### src/rtl/alu_ctrl_mdu_if.sv
// rtl/alu_ctrl_mdu_if.sv - issue/result bundle between datapath and alu_ctrl_mdu
interface alu_ctrl_mdu_if #(
    parameter int WIDTH  = 32,
    parameter int CTRL_W = 4
);
    logic              valid;
    logic [3:0]        ALUOp;
    logic [5:0]        funct;
    logic [WIDTH-1:0]  srcA;
    logic [WIDTH-1:0]  srcB;
    logic [CTRL_W-1:0] ALUControl;
    logic              mdu_sel;
    logic [WIDTH-1:0]  mdu_result;
    logic              stall;
    logic              busy;
    logic              done;
    logic [WIDTH-1:0]  hi;
    logic [WIDTH-1:0]  lo;

    modport master (
        output valid, ALUOp, funct, srcA, srcB,
        input  ALUControl, mdu_sel, mdu_result, stall, busy, done, hi, lo
    );

    modport slave (
        input  valid, ALUOp, funct, srcA, srcB,
        output ALUControl, mdu_sel, mdu_result, stall, busy, done, hi, lo
    );
endinterface

### src/rtl/alu_ctrl_mdu.sv
// rtl/alu_ctrl_mdu.sv - ALU control decode plus iterative HI/LO multiply/divide unit
// Define MDU_SIGNED_EN to make mult/div signed; otherwise they behave as multu/divu.
module alu_ctrl_mdu #(
    parameter int WIDTH  = 32,
    parameter int CTRL_W = 4
) (
    input  logic             clk,
    input  logic             rst_n,
    alu_ctrl_mdu_if.slave    bus
);
    localparam int CNT_W = $clog2(WIDTH + 1);

    localparam logic [5:0] F_MFHI  = 6'b010000;
    localparam logic [5:0] F_MTHI  = 6'b010001;
    localparam logic [5:0] F_MFLO  = 6'b010010;
    localparam logic [5:0] F_MTLO  = 6'b010011;
    localparam logic [5:0] F_MULT  = 6'b011000;
    localparam logic [5:0] F_MULTU = 6'b011001;
    localparam logic [5:0] F_DIV   = 6'b011010;
    localparam logic [5:0] F_DIVU  = 6'b011011;

    typedef enum logic {S_IDLE, S_RUN} state_t;
    state_t r_state, w_state_nx;

    logic [2*WIDTH-1:0] r_acc;
    logic [WIDTH-1:0]   r_b;
    logic [WIDTH-1:0]   r_hi, r_lo;
    logic [CNT_W-1:0]   r_cnt;
    logic               r_is_div, r_dz, r_neg_q, r_neg_r, r_busy, r_done;

    logic [3:0] w_ctrl;
    logic       w_rtype, w_is_mul, w_is_div, w_is_arith, w_is_mdu_funct;
    logic       w_stall, w_accept_op, w_finish, w_signed_op, w_neg_a, w_neg_b, w_dz;
    logic       w_is_mfhi, w_is_mflo;
    logic [WIDTH-1:0]   w_mag_a, w_mag_b, w_q, w_r, w_wb_hi, w_wb_lo;
    logic [WIDTH:0]     w_sum, w_trial;
    logic [2*WIDTH-1:0] w_mul_nx, w_div_nx, w_step, w_prod;

    always_comb begin
        w_ctrl = 4'b0010;
        if (bus.ALUOp == 4'b0000) begin
            case (bus.funct)
                6'b000000, 6'b000100: w_ctrl = 4'b0011;
                6'b000010, 6'b000110: w_ctrl = 4'b0100;
                6'b000011, 6'b000111: w_ctrl = 4'b0101;
                6'b100000:            w_ctrl = 4'b0010;
                6'b100010:            w_ctrl = 4'b0110;
                6'b100100:            w_ctrl = 4'b0000;
                6'b100101:            w_ctrl = 4'b0001;
                6'b100110:            w_ctrl = 4'b1011;
                6'b100111:            w_ctrl = 4'b1100;
                6'b101010:            w_ctrl = 4'b0111;
                6'b101011:            w_ctrl = 4'b1111;
                default:              w_ctrl = 4'b0010;
            endcase
        end else begin
            case (bus.ALUOp)
                4'b0100: w_ctrl = 4'b0110;
                4'b0101: w_ctrl = 4'b1000;
                4'b1000: w_ctrl = 4'b0010;
                4'b1010: w_ctrl = 4'b0111;
                4'b1011: w_ctrl = 4'b1111;
                4'b1100: w_ctrl = 4'b0000;
                4'b1101: w_ctrl = 4'b0001;
                4'b1110: w_ctrl = 4'b1011;
                default: w_ctrl = 4'b0010;
            endcase
        end
    end

    assign w_rtype        = (bus.ALUOp == 4'b0000);
    assign w_is_mul       = w_rtype & ((bus.funct == F_MULT) | (bus.funct == F_MULTU));
    assign w_is_div       = w_rtype & ((bus.funct == F_DIV)  | (bus.funct == F_DIVU));
    assign w_is_arith     = w_is_mul | w_is_div;
    assign w_is_mdu_funct = w_rtype & (bus.funct[5:2] == 4'b0110 || bus.funct[5:2] == 4'b0100);
    assign w_is_mfhi      = bus.valid & w_rtype & (bus.funct == F_MFHI);
    assign w_is_mflo      = bus.valid & w_rtype & (bus.funct == F_MFLO);

    assign w_stall     = bus.valid & w_is_mdu_funct & (r_busy | (r_state == S_RUN));
    assign w_accept_op = bus.valid & w_is_arith & ~w_stall;
    assign w_dz        = w_is_div & (bus.srcB == '0);

`ifdef MDU_SIGNED_EN
    assign w_signed_op = (bus.funct == F_MULT) | (bus.funct == F_DIV);
`else
    assign w_signed_op = 1'b0;
`endif
    assign w_neg_a = w_signed_op & bus.srcA[WIDTH-1];
    assign w_neg_b = w_signed_op & bus.srcB[WIDTH-1];
    assign w_mag_a = w_neg_a ? -bus.srcA : bus.srcA;
    assign w_mag_b = w_neg_b ? -bus.srcB : bus.srcB;

    // Multiply: r_acc = {partial, multiplier}; divide: r_acc = {remainder, quotient}.
    assign w_sum    = {1'b0, r_acc[2*WIDTH-1:WIDTH]} + (r_acc[0] ? {1'b0, r_b} : '0);
    assign w_mul_nx = {w_sum, r_acc[WIDTH-1:1]};
    assign w_trial  = {r_acc[2*WIDTH-1:WIDTH], r_acc[WIDTH-1]} - {1'b0, r_b};
    assign w_div_nx = w_trial[WIDTH] ? {r_acc[2*WIDTH-2:0], 1'b0}
                                     : {w_trial[WIDTH-1:0], r_acc[WIDTH-2:0], 1'b1};
    assign w_step   = r_dz ? r_acc : (r_is_div ? w_div_nx : w_mul_nx);

    assign w_prod = r_neg_q ? -w_step : w_step;
    assign w_q    = r_neg_q ? -w_step[WIDTH-1:0] : w_step[WIDTH-1:0];
    assign w_r    = r_neg_r ? -w_step[2*WIDTH-1:WIDTH] : w_step[2*WIDTH-1:WIDTH];

    always_comb begin
        w_wb_hi = w_prod[2*WIDTH-1:WIDTH];
        w_wb_lo = w_prod[WIDTH-1:0];
        if (r_dz) begin
            w_wb_hi = r_acc[2*WIDTH-1:WIDTH];
            w_wb_lo = r_acc[WIDTH-1:0];
        end else if (r_is_div) begin
            w_wb_hi = w_r;
            w_wb_lo = w_q;
        end
    end

    always_ff @(posedge clk or negedge rst_n) begin
        if (!rst_n) r_state <= S_IDLE;
        else        r_state <= w_state_nx;
    end

    always_comb begin
        w_state_nx = r_state;
        w_finish   = 1'b0;
        case (r_state)
            S_IDLE: if (w_accept_op) w_state_nx = S_RUN;
            S_RUN: begin
                if (r_cnt == CNT_W'(1)) begin
                    w_finish   = 1'b1;
                    w_state_nx = S_IDLE;
                end
            end
            default: w_state_nx = S_IDLE;
        endcase
    end

    always_ff @(posedge clk or negedge rst_n) begin
        if (!rst_n) begin
            r_acc    <= '0;
            r_b      <= '0;
            r_hi     <= '0;
            r_lo     <= '0;
            r_cnt    <= '0;
            r_is_div <= 1'b0;
            r_dz     <= 1'b0;
            r_neg_q  <= 1'b0;
            r_neg_r  <= 1'b0;
            r_busy   <= 1'b0;
            r_done   <= 1'b0;
        end else begin
            r_done <= w_finish;
            if (w_accept_op) begin
                r_busy   <= 1'b1;
                r_is_div <= w_is_div;
                r_dz     <= w_dz;
                r_neg_q  <= w_neg_a ^ w_neg_b;
                r_neg_r  <= w_neg_a;
                r_cnt    <= w_dz ? CNT_W'(1) : CNT_W'(WIDTH);
                r_b      <= w_is_div ? w_mag_b : w_mag_a;
                if (w_dz)          r_acc <= {bus.srcA, {WIDTH{1'b1}}};
                else if (w_is_div) r_acc <= {{WIDTH{1'b0}}, w_mag_a};
                else               r_acc <= {{WIDTH{1'b0}}, w_mag_b};
            end else if (r_state == S_RUN) begin
                r_acc <= w_step;
                r_cnt <= r_cnt - CNT_W'(1);
                if (w_finish) begin
                    r_busy <= 1'b0;
                    r_hi   <= w_wb_hi;
                    r_lo   <= w_wb_lo;
                end
            end
            if (bus.valid && !w_stall && w_rtype && bus.funct == F_MTHI) r_hi <= bus.srcA;
            if (bus.valid && !w_stall && w_rtype && bus.funct == F_MTLO) r_lo <= bus.srcA;
        end
    end

    assign bus.ALUControl = CTRL_W'(w_ctrl);
    assign bus.mdu_sel    = w_is_mfhi | w_is_mflo;
    assign bus.mdu_result = w_is_mfhi ? r_hi : (w_is_mflo ? r_lo : '0);
    assign bus.stall      = w_stall;
    assign bus.busy       = r_busy;
    assign bus.done       = r_done;
    assign bus.hi         = r_hi;
    assign bus.lo         = r_lo;
endmodule

### src/flat_wrapper.sv
// flat-port wrapper written by rule: the top's interface ports become plain ports
module alu_ctrl_mdu_flat 
#(
    parameter int WIDTH  = 32,
    parameter int CTRL_W = 4
)
  (clk, rst_n, bus_valid, bus_ALUOp, bus_funct, bus_srcA, bus_srcB, bus_ALUControl, bus_mdu_sel, bus_mdu_result, bus_stall, bus_busy, bus_done, bus_hi, bus_lo);
  alu_ctrl_mdu_if #(.WIDTH(WIDTH), .CTRL_W(CTRL_W)) bus_i ();
  input  logic clk;
  input  logic rst_n;
  input wire logic [$bits(bus_i.valid)-1:0] bus_valid;
  input wire logic [$bits(bus_i.ALUOp)-1:0] bus_ALUOp;
  input wire logic [$bits(bus_i.funct)-1:0] bus_funct;
  input wire logic [$bits(bus_i.srcA)-1:0] bus_srcA;
  input wire logic [$bits(bus_i.srcB)-1:0] bus_srcB;
  output wire logic [$bits(bus_i.ALUControl)-1:0] bus_ALUControl;
  output wire logic [$bits(bus_i.mdu_sel)-1:0] bus_mdu_sel;
  output wire logic [$bits(bus_i.mdu_result)-1:0] bus_mdu_result;
  output wire logic [$bits(bus_i.stall)-1:0] bus_stall;
  output wire logic [$bits(bus_i.busy)-1:0] bus_busy;
  output wire logic [$bits(bus_i.done)-1:0] bus_done;
  output wire logic [$bits(bus_i.hi)-1:0] bus_hi;
  output wire logic [$bits(bus_i.lo)-1:0] bus_lo;
  assign bus_i.valid = bus_valid;
  assign bus_i.ALUOp = bus_ALUOp;
  assign bus_i.funct = bus_funct;
  assign bus_i.srcA = bus_srcA;
  assign bus_i.srcB = bus_srcB;
  assign bus_ALUControl = bus_i.ALUControl;
  assign bus_mdu_sel = bus_i.mdu_sel;
  assign bus_mdu_result = bus_i.mdu_result;
  assign bus_stall = bus_i.stall;
  assign bus_busy = bus_i.busy;
  assign bus_done = bus_i.done;
  assign bus_hi = bus_i.hi;
  assign bus_lo = bus_i.lo;
  alu_ctrl_mdu #(.WIDTH(WIDTH), .CTRL_W(CTRL_W)) u_core (.clk(clk), .rst_n(rst_n), .bus(bus_i));
endmodule
### config.mk
export PLATFORM = sky130hd
export DESIGN_NAME = alu_ctrl_mdu_flat
export DESIGN_NICKNAME = d
export VERILOG_FILES = /design/src/rtl/alu_ctrl_mdu_if.sv /design/src/rtl/alu_ctrl_mdu.sv /design/src/flat_wrapper.sv
export SDC_FILE = /design/constraint.sdc
export NUM_CORES = 1
export LEC_CHECK = 0
export CAP_MARGIN = 20
export CORE_AREA = 5 5 173 175
export DETAILED_ROUTE_END_ITERATION = 12
export DIE_AREA = 0 0 178 180
export MAX_ROUTING_LAYER = met4
export PLACE_DENSITY_LB_ADDON = 0.3
export SYNTH_ARGS = -nofsm -noshare
export SYNTH_HDL_FRONTEND = slang
export SYNTH_SLANG_ARGS = --single-unit
### constraint.sdc
create_clock -name clk -period 3.1 [get_ports clk]
set_input_delay 0.465 -clock clk [delete_from_list [all_inputs] [get_ports clk]]
set_output_delay 0.465 -clock clk [all_outputs]
set_load 0.03 [all_outputs]
---- Yosys cells after proc, flatten, opt, wreduce, memory -nomap -nowiden ----
Memories as Yosys holds them, arrays and structs flattened.
Index checks and enable logic that the tools add are counted.
storage, ports and cells
  bits in latches ......................... 0
  register bits ........................... 171
  output and inout port bits .............. 104
  memory bits (read-only) ................. 320
  memories ................................ 2
  bits in writable memories ............... 0
  bits of input ports ..................... 77
  logic and storage cells ................. 96
memory list
  memory           depth  width  read ports  clocked after Yosys merged registers in  wr ports  line                text
  (no name shown)  64     4      1           0                                        0         alu_ctrl_mdu.sv:42  case (bus.funct)
  (no name shown)  16     4      1           0                                        0         alu_ctrl_mdu.sv:57  case (bus.ALUOp)
cells by class
  muxes and demuxes ....................... 33
  bitwise gates (word level) .............. 18
  reduce and logical (&&, ||, !) cells .... 17
  $lt $le $gt $ge ......................... 0
  eq/ne operators ......................... 13
  div/mod/pow operators ................... 0
  $mul .................................... 0
  add/sub/neg operators ................... 3
  shift-type cells ........................ 0
operator list
  kind                 number
  $mux 32              15
  $mux 64              6
  $eq 6x5->1 const B   8
  $add 32x33->33       1
  $sub 33x32->33       1
  $logic_not 32->1     1
  $mux 6               3
  $reduce_bool 2->1    6
  $and 1x1->1          11
  $eq 4x3->1 const B   2
  $mux 1               7
  $eq 6x1->1 const B   1
  $reduce_and 3->1     2
  $sub 6x1->6 const B  1
  $or 1x1->1           5
  $logic_and 1x1->1    4
  $logic_not 4->1      1
  $mux 4               1
  $ne 2x2->1 const B   2
  $not 1->1            2
  $pmux 1 s2           1
  $reduce_and 2->1     1
  $logic_not 1->1      1
  $logic_or 1x1->1     1

---- Depth between registers and ports, before layout ----
  word-level depth ........................ 11
  gate-level depth with buffers ........... 14
  gate-level depth less buffers ........... 13

---- Least setup slack after synthesis ----
No wires, ideal clock.
  path kind ............................... reg2reg
  start point ............................. reg u_core.r_acc[0]
  end point ............................... reg u_core.r_acc[51]
  library setup time ...................... 124 ps
  stages on the path, launching flop included .. 15
  period minus slack after synthesis ...... 3418 ps
  data required time ...................... 2976 ps
  buffers on the path ..................... 1
  data arrival time ....................... 3294 ps
  slack ................................... -318 ps
  path through ............................ dfrtp_1 -> clkbuf_1 -> and2_1 -> ha_1 -> fa_1 -> a211oi_1 -> o211ai_1 -> a31oi_1 -> o21ai_1 -> a221o_1 -> a21oi_1 -> xnor2_1 -> o21ai_0 -> o21ba_1 -> o31a_1
between the ends
  cells in the longest elaborated chain, start to end .. 6
RTL lines
  what                    line                 text
  start, declared         alu_ctrl_mdu.sv:25   logic [2*WIDTH-1:0] r_acc;
  start signal, assigned  alu_ctrl_mdu.sv:160  if (w_dz) r_acc <= {bus.srcA, {WIDTH{1'b1}}};
  start signal, assigned  alu_ctrl_mdu.sv:161  else if (w_is_div) r_acc <= {{WIDTH{1'b0}}, w_mag_a};
  start signal, assigned  alu_ctrl_mdu.sv:162  else r_acc <= {{WIDTH{1'b0}}, w_mag_b};
  $mux 32                 alu_ctrl_mdu.sv:94   assign w_sum = {1'b0, r_acc[2*WIDTH-1:WIDTH]} + (r_acc[0] ? {1'b0, r_b} : '0);
  $add 32x33->33          alu_ctrl_mdu.sv:94
  $mux 64 (2 in series)   alu_ctrl_mdu.sv:99   assign w_step = r_dz ? r_acc : (r_is_div ? w_div_nx : w_mul_nx);
  $mux 64                 alu_ctrl_mdu.sv:163  end else if (r_state == S_RUN) begin
  $mux 64                 alu_ctrl_mdu.sv:152  if (w_accept_op) begin
No other way between the ends. The select of a mux whose other input is x is not followed.
A chain may end at the register's enable or synchronous reset.

---- Worst setup path in the final report ----
  start point ............................. reg u_core.r_b[0]
  end point ............................... reg u_core.r_acc[61]
between the ends
  cells in the longest elaborated chain, start to end .. 6
  elaborated cells on any way between the ends .. 8
  classes of those cells .................. add/sub: 2; mux: 6
RTL lines
  what                                              line                                    text
  start, declared                                   alu_ctrl_mdu.sv:26                      logic [WIDTH-1:0] r_b;
  start signal, assigned                            alu_ctrl_mdu.sv:159                     r_b <= w_is_div ? w_mag_b : w_mag_a;
  $mux 32 / $sub 33x32->33 (equally long branches)  alu_ctrl_mdu.sv:94, alu_ctrl_mdu.sv:96
  $add 32x33->33 / $mux 64 (equally long branches)  alu_ctrl_mdu.sv:94, alu_ctrl_mdu.sv:97
  $mux 64 (*) (2 in series)                         alu_ctrl_mdu.sv:99
  $mux 64 (*)                                       alu_ctrl_mdu.sv:163
  $mux 64 (*)                                       alu_ctrl_mdu.sv:152
  end signal, assigned                              alu_ctrl_mdu.sv:161
  end signal, assigned                              alu_ctrl_mdu.sv:162
  end signal, assigned                              alu_ctrl_mdu.sv:164                     r_acc <= w_step;
Mark *: on every way between the ends. The rest lies on a longest branch, timed or not. The select of a mux whose other input is x is not followed.

==> impl_metrics.env <==
export IMPL_wl_mm=58.4
export IMPL_syn_avg_cell_area_um2=8.08
export IMPL_synth_largest_area_cell="dfrtp_1"
export IMPL_cp_max_fo=3
export IMPL_clk_latency_ns=0.43
export IMPL_grt_usage_pct=35.7
export IMPL_drv_slew=0
export IMPL_hold_viol_final=0
export IMPL_power_leakage_nw=8.73
export IMPL_gp_congestion=0.977
export IMPL_rsz0062_at_grt="true"
export IMPL_ir_worst_vdd_mv=0.415
export IMPL_yosysSeqAreaShare_pct=31.0
export IMPL_fin_crit_ns=3.31
export IMPL_path_common_cell="a211oi_2"
export IMPL_viasPerCell=6.34
export IMPL_cts_tree="built"
export IMPL_timing_slew_headroom_pct=17.5
export IMPL_tightest_slew_ns=1.24
export IMPL_netlist_instances=1710
export IMPL_fin_nets=2241
export IMPL_drtPass1Iterations=6
export IMPL_worstSetupEndpointType="register"
export IMPL_die_area_mm2=0.0320
export IMPL_synth_edf_count=0
export IMPL_vias=15700
export IMPL_dpl_instance_area_mm2=0.0177
export IMPL_coreArea_mm2=0.0283
export IMPL_cp_buffers_inverters=0
export IMPL_crit_path_max_incr_delay_ns=0.45
export IMPL_synth_most_common_cell="nand2_1"
export IMPL_num_rows=62
export IMPL_first_iter_violations=1968
export IMPL_post_synth_top_area_fraction_pct=31.0
export IMPL_instances_no_fill=2484
export IMPL_postRouteAntennaNets=0
export IMPL_timing_fmax_mhz=302
export IMPL_antenna_found_initial=0
export IMPL_synth_seq_cells=171
export IMPL_grt_pass1_vias=14900
export IMPL_cp_cell_sequence="and2_4 > ha_4 > fa_2 > a211oi_2 > o211ai_1 > nand2_1 > o21ai_2 > a221o_2 > a41oi_2 > xnor2_1 > o22ai_2 > o21bai_4 > a211oi_2"
export IMPL_post_place_ws_ns=-0.356
export IMPL_clk_path_buf_depth=2
export IMPL_area_growth_syn_to_layout_pct=43.4
export IMPL_ys_async_sr_fraction_pct=100
export IMPL_critPathLaunchType="register"
export IMPL_die_h_um=180
export IMPL_clock_skew_ns=0.0138
export IMPL_drc_errors=0
export IMPL_start_util_pct=48.8
export IMPL_pin_count=181
export IMPL_syn_nets=1863
export IMPL_crit_type="register to register"
export IMPL_syn_area_mm2=0.0138
export IMPL_powerDensity_mw_per_mm2=887
export IMPL_cts_htree_levels=4
export IMPL_io_buffers=180
export IMPL_grt_max_degree=80
export IMPL_violations="negative setup slack"
export IMPL_grt_pass1_wl_mm=87.2
export IMPL_outcome="finished with violations"
export IMPL_cp_top_family="compound AO/OA/AOI/OAI gates"
export IMPL_synthFlopType="dfrtp_1"
export IMPL_fin_util_pct=70.0
export IMPL_antenna_cells=0
export IMPL_drive_gt1_share_pct=27.4
export IMPL_cp_required_ns=3.45
export IMPL_die_w_um=178
export IMPL_total_power_mw=17.6
export IMPL_fin_area_mm2=0.0198
export IMPL_hold_buffers=0
export IMPL_grt_overflow_total=0
export IMPL_max_cap_violations=0
export IMPL_ys_types=79
export IMPL_clkSinkCount=171
export IMPL_setup_slack_ns=-0.211
export IMPL_netlist_top_cells_count="nand2_1 (198), nor2_1 (175), dfrtp_1 (171)"
export IMPL_cts_buffers=17
export IMPL_clk_pin_slew_worst_paths_ns=0.07
export IMPL_post_drt_wl_per_cell_um=23.5
export IMPL_synthTopCellsByArea="dfrtp_1 (31%), ha_1 (6.7%), nand2_1 (5.4%)"
export IMPL_dpl_hpwl_mm=43.4
export IMPL_setup_viol=59
export IMPL_critPathArrivalTime_ns=3.66
export IMPL_dp_cells=2407
export IMPL_root_buffer="clkbuf_16"
export IMPL_hold_path_class="input port to async pin"
export IMPL_cp_slowest_cell="dfrtp_2"
export IMPL_ys_warn_count=0
export IMPL_period_share_pct=107
-- final timing paths --
kind	startpoint	endpoint	slack, ns	cells past startpoint
setup / recovery	u_core.r_b[0]$_DFFE_PN0P_	u_core.r_acc[61]$_DFFE_PN0P_	-0.21	13
min in group clk	u_core.bus.lo[29]$_DFFE_PN0P_	u_core.bus.lo[29]$_DFFE_PN0P_	0.53	2
hold / removal	rst_n	u_core.bus.lo[6]$_DFFE_PN0P_	0.05	1
max in group asynchronous	rst_n	u_core.r_state$_DFF_PN0_	2.19	2
hold reg to reg	u_core.bus.lo[29]$_DFFE_PN0P_	u_core.bus.lo[29]$_DFFE_PN0P_	0.53	2
setup reg to reg	u_core.r_b[0]$_DFFE_PN0P_	u_core.r_acc[61]$_DFFE_PN0P_	-0.21	13
-- power breakdown --
| part | switching (mW) | internal, mW |
|---|---|---|
| registers | 0.519 | 2.58 |
| logic | 6.33 | 5.98 |
| clock network | 0.961 | 1.22 |
| total | 7.81 | 9.77 |
-- flip-flops by register name (all words and copies together), names as in the netlist --
name	flops
u_core.bus.busy	1
u_core.bus.done	1
u_core.bus.hi	32
u_core.bus.lo	32
u_core.r_acc	64
u_core.r_b	32
u_core.r_cnt	6
u_core.r_dz	1
u_core.r_is_div	1
u_core.r_state	1
-- stage by stage --
stage / hold slack, ns / setup TNS (ns)
6_report: 0.0503 / -5.63
5_1_grt: 0.120 / -11.35
4_1_cts: 0.110 / -2.94
3_5_place_dp: 0.520 / -18.17
3_3_place_gp: 0.517 / -14.24
2_1_floorplan: 0.169 / 0
-- worst register-to-register path: cells and delay by family, from the launching register on --
family	cells	cell delay, ns
AO/OA/AOI/OAI	8	1.79
flip-flops	1	0.45
AND/OR/NAND/NOR	2	0.30
adder cells (fa/ha/maj)	2	0.53
XOR/XNOR	1	0.17
-- layout by cell type (no fill, tap or decap), types with 29 or more instances in the layout --
master	instances
o21ai_0	74
xor2_1	29
inv_1	48
nor2_1	168
ha_1	57
a22o_1	54
a2111oi_0	31
and2_1	64
a31oi_1	41
a21oi_1	96
a21o_1	44
nand2_1	186
o22ai_1	32
dfrtp_1	154
mux2i_1	66
clkdlybuf4s50_1	141
buf_4	301
-- area by class of cell --
| type | instances | area, um2 |
|---|---|---|
| Clock inverter | 12 | 138 |
| Clock buffer | 19 | 443 |
| Timing Repair Buffer | 485 | 4290 |
| Tap cell | 384 | 480 |
| Fill cell | 2272 | 8490 |
| Sequential cell | 171 | 4300 |
| Multi-Input combinational cell | 1360 | 9970 |
| Inverter | 53 | 199 |
-- repair_timing --
| action | in CTS | in global routing |
|---|---|---|
| cloned | 1 | 0 |
| setup endpoints to repair | 76 | 98 |
| setup buffers | 17 | 29 |
| gates resized for setup | 87 | 191 |
| pin swaps | 57 | 91 |
-- kinds of logic after synthesis --
family,Yosys count,share of synthesized area [%]
compound gates,607,29.9
xor+xnor,62,3.93
fa+ha+maj,76,6.99
buf+inv,179,5.11
flops,171,31.0
mux,76,5.57
simple gates,539,17.5
-- metal layers --
layer | part of all wire (%) | global-route usage, %
met1 | 43 | 52.5
met2 | 44 | 50.7
met3 | 11 | 6.53
met4 | 2.4 | 9.10
met5 | 0 | -
Note: power is estimated with default switching activity, not from simulation.
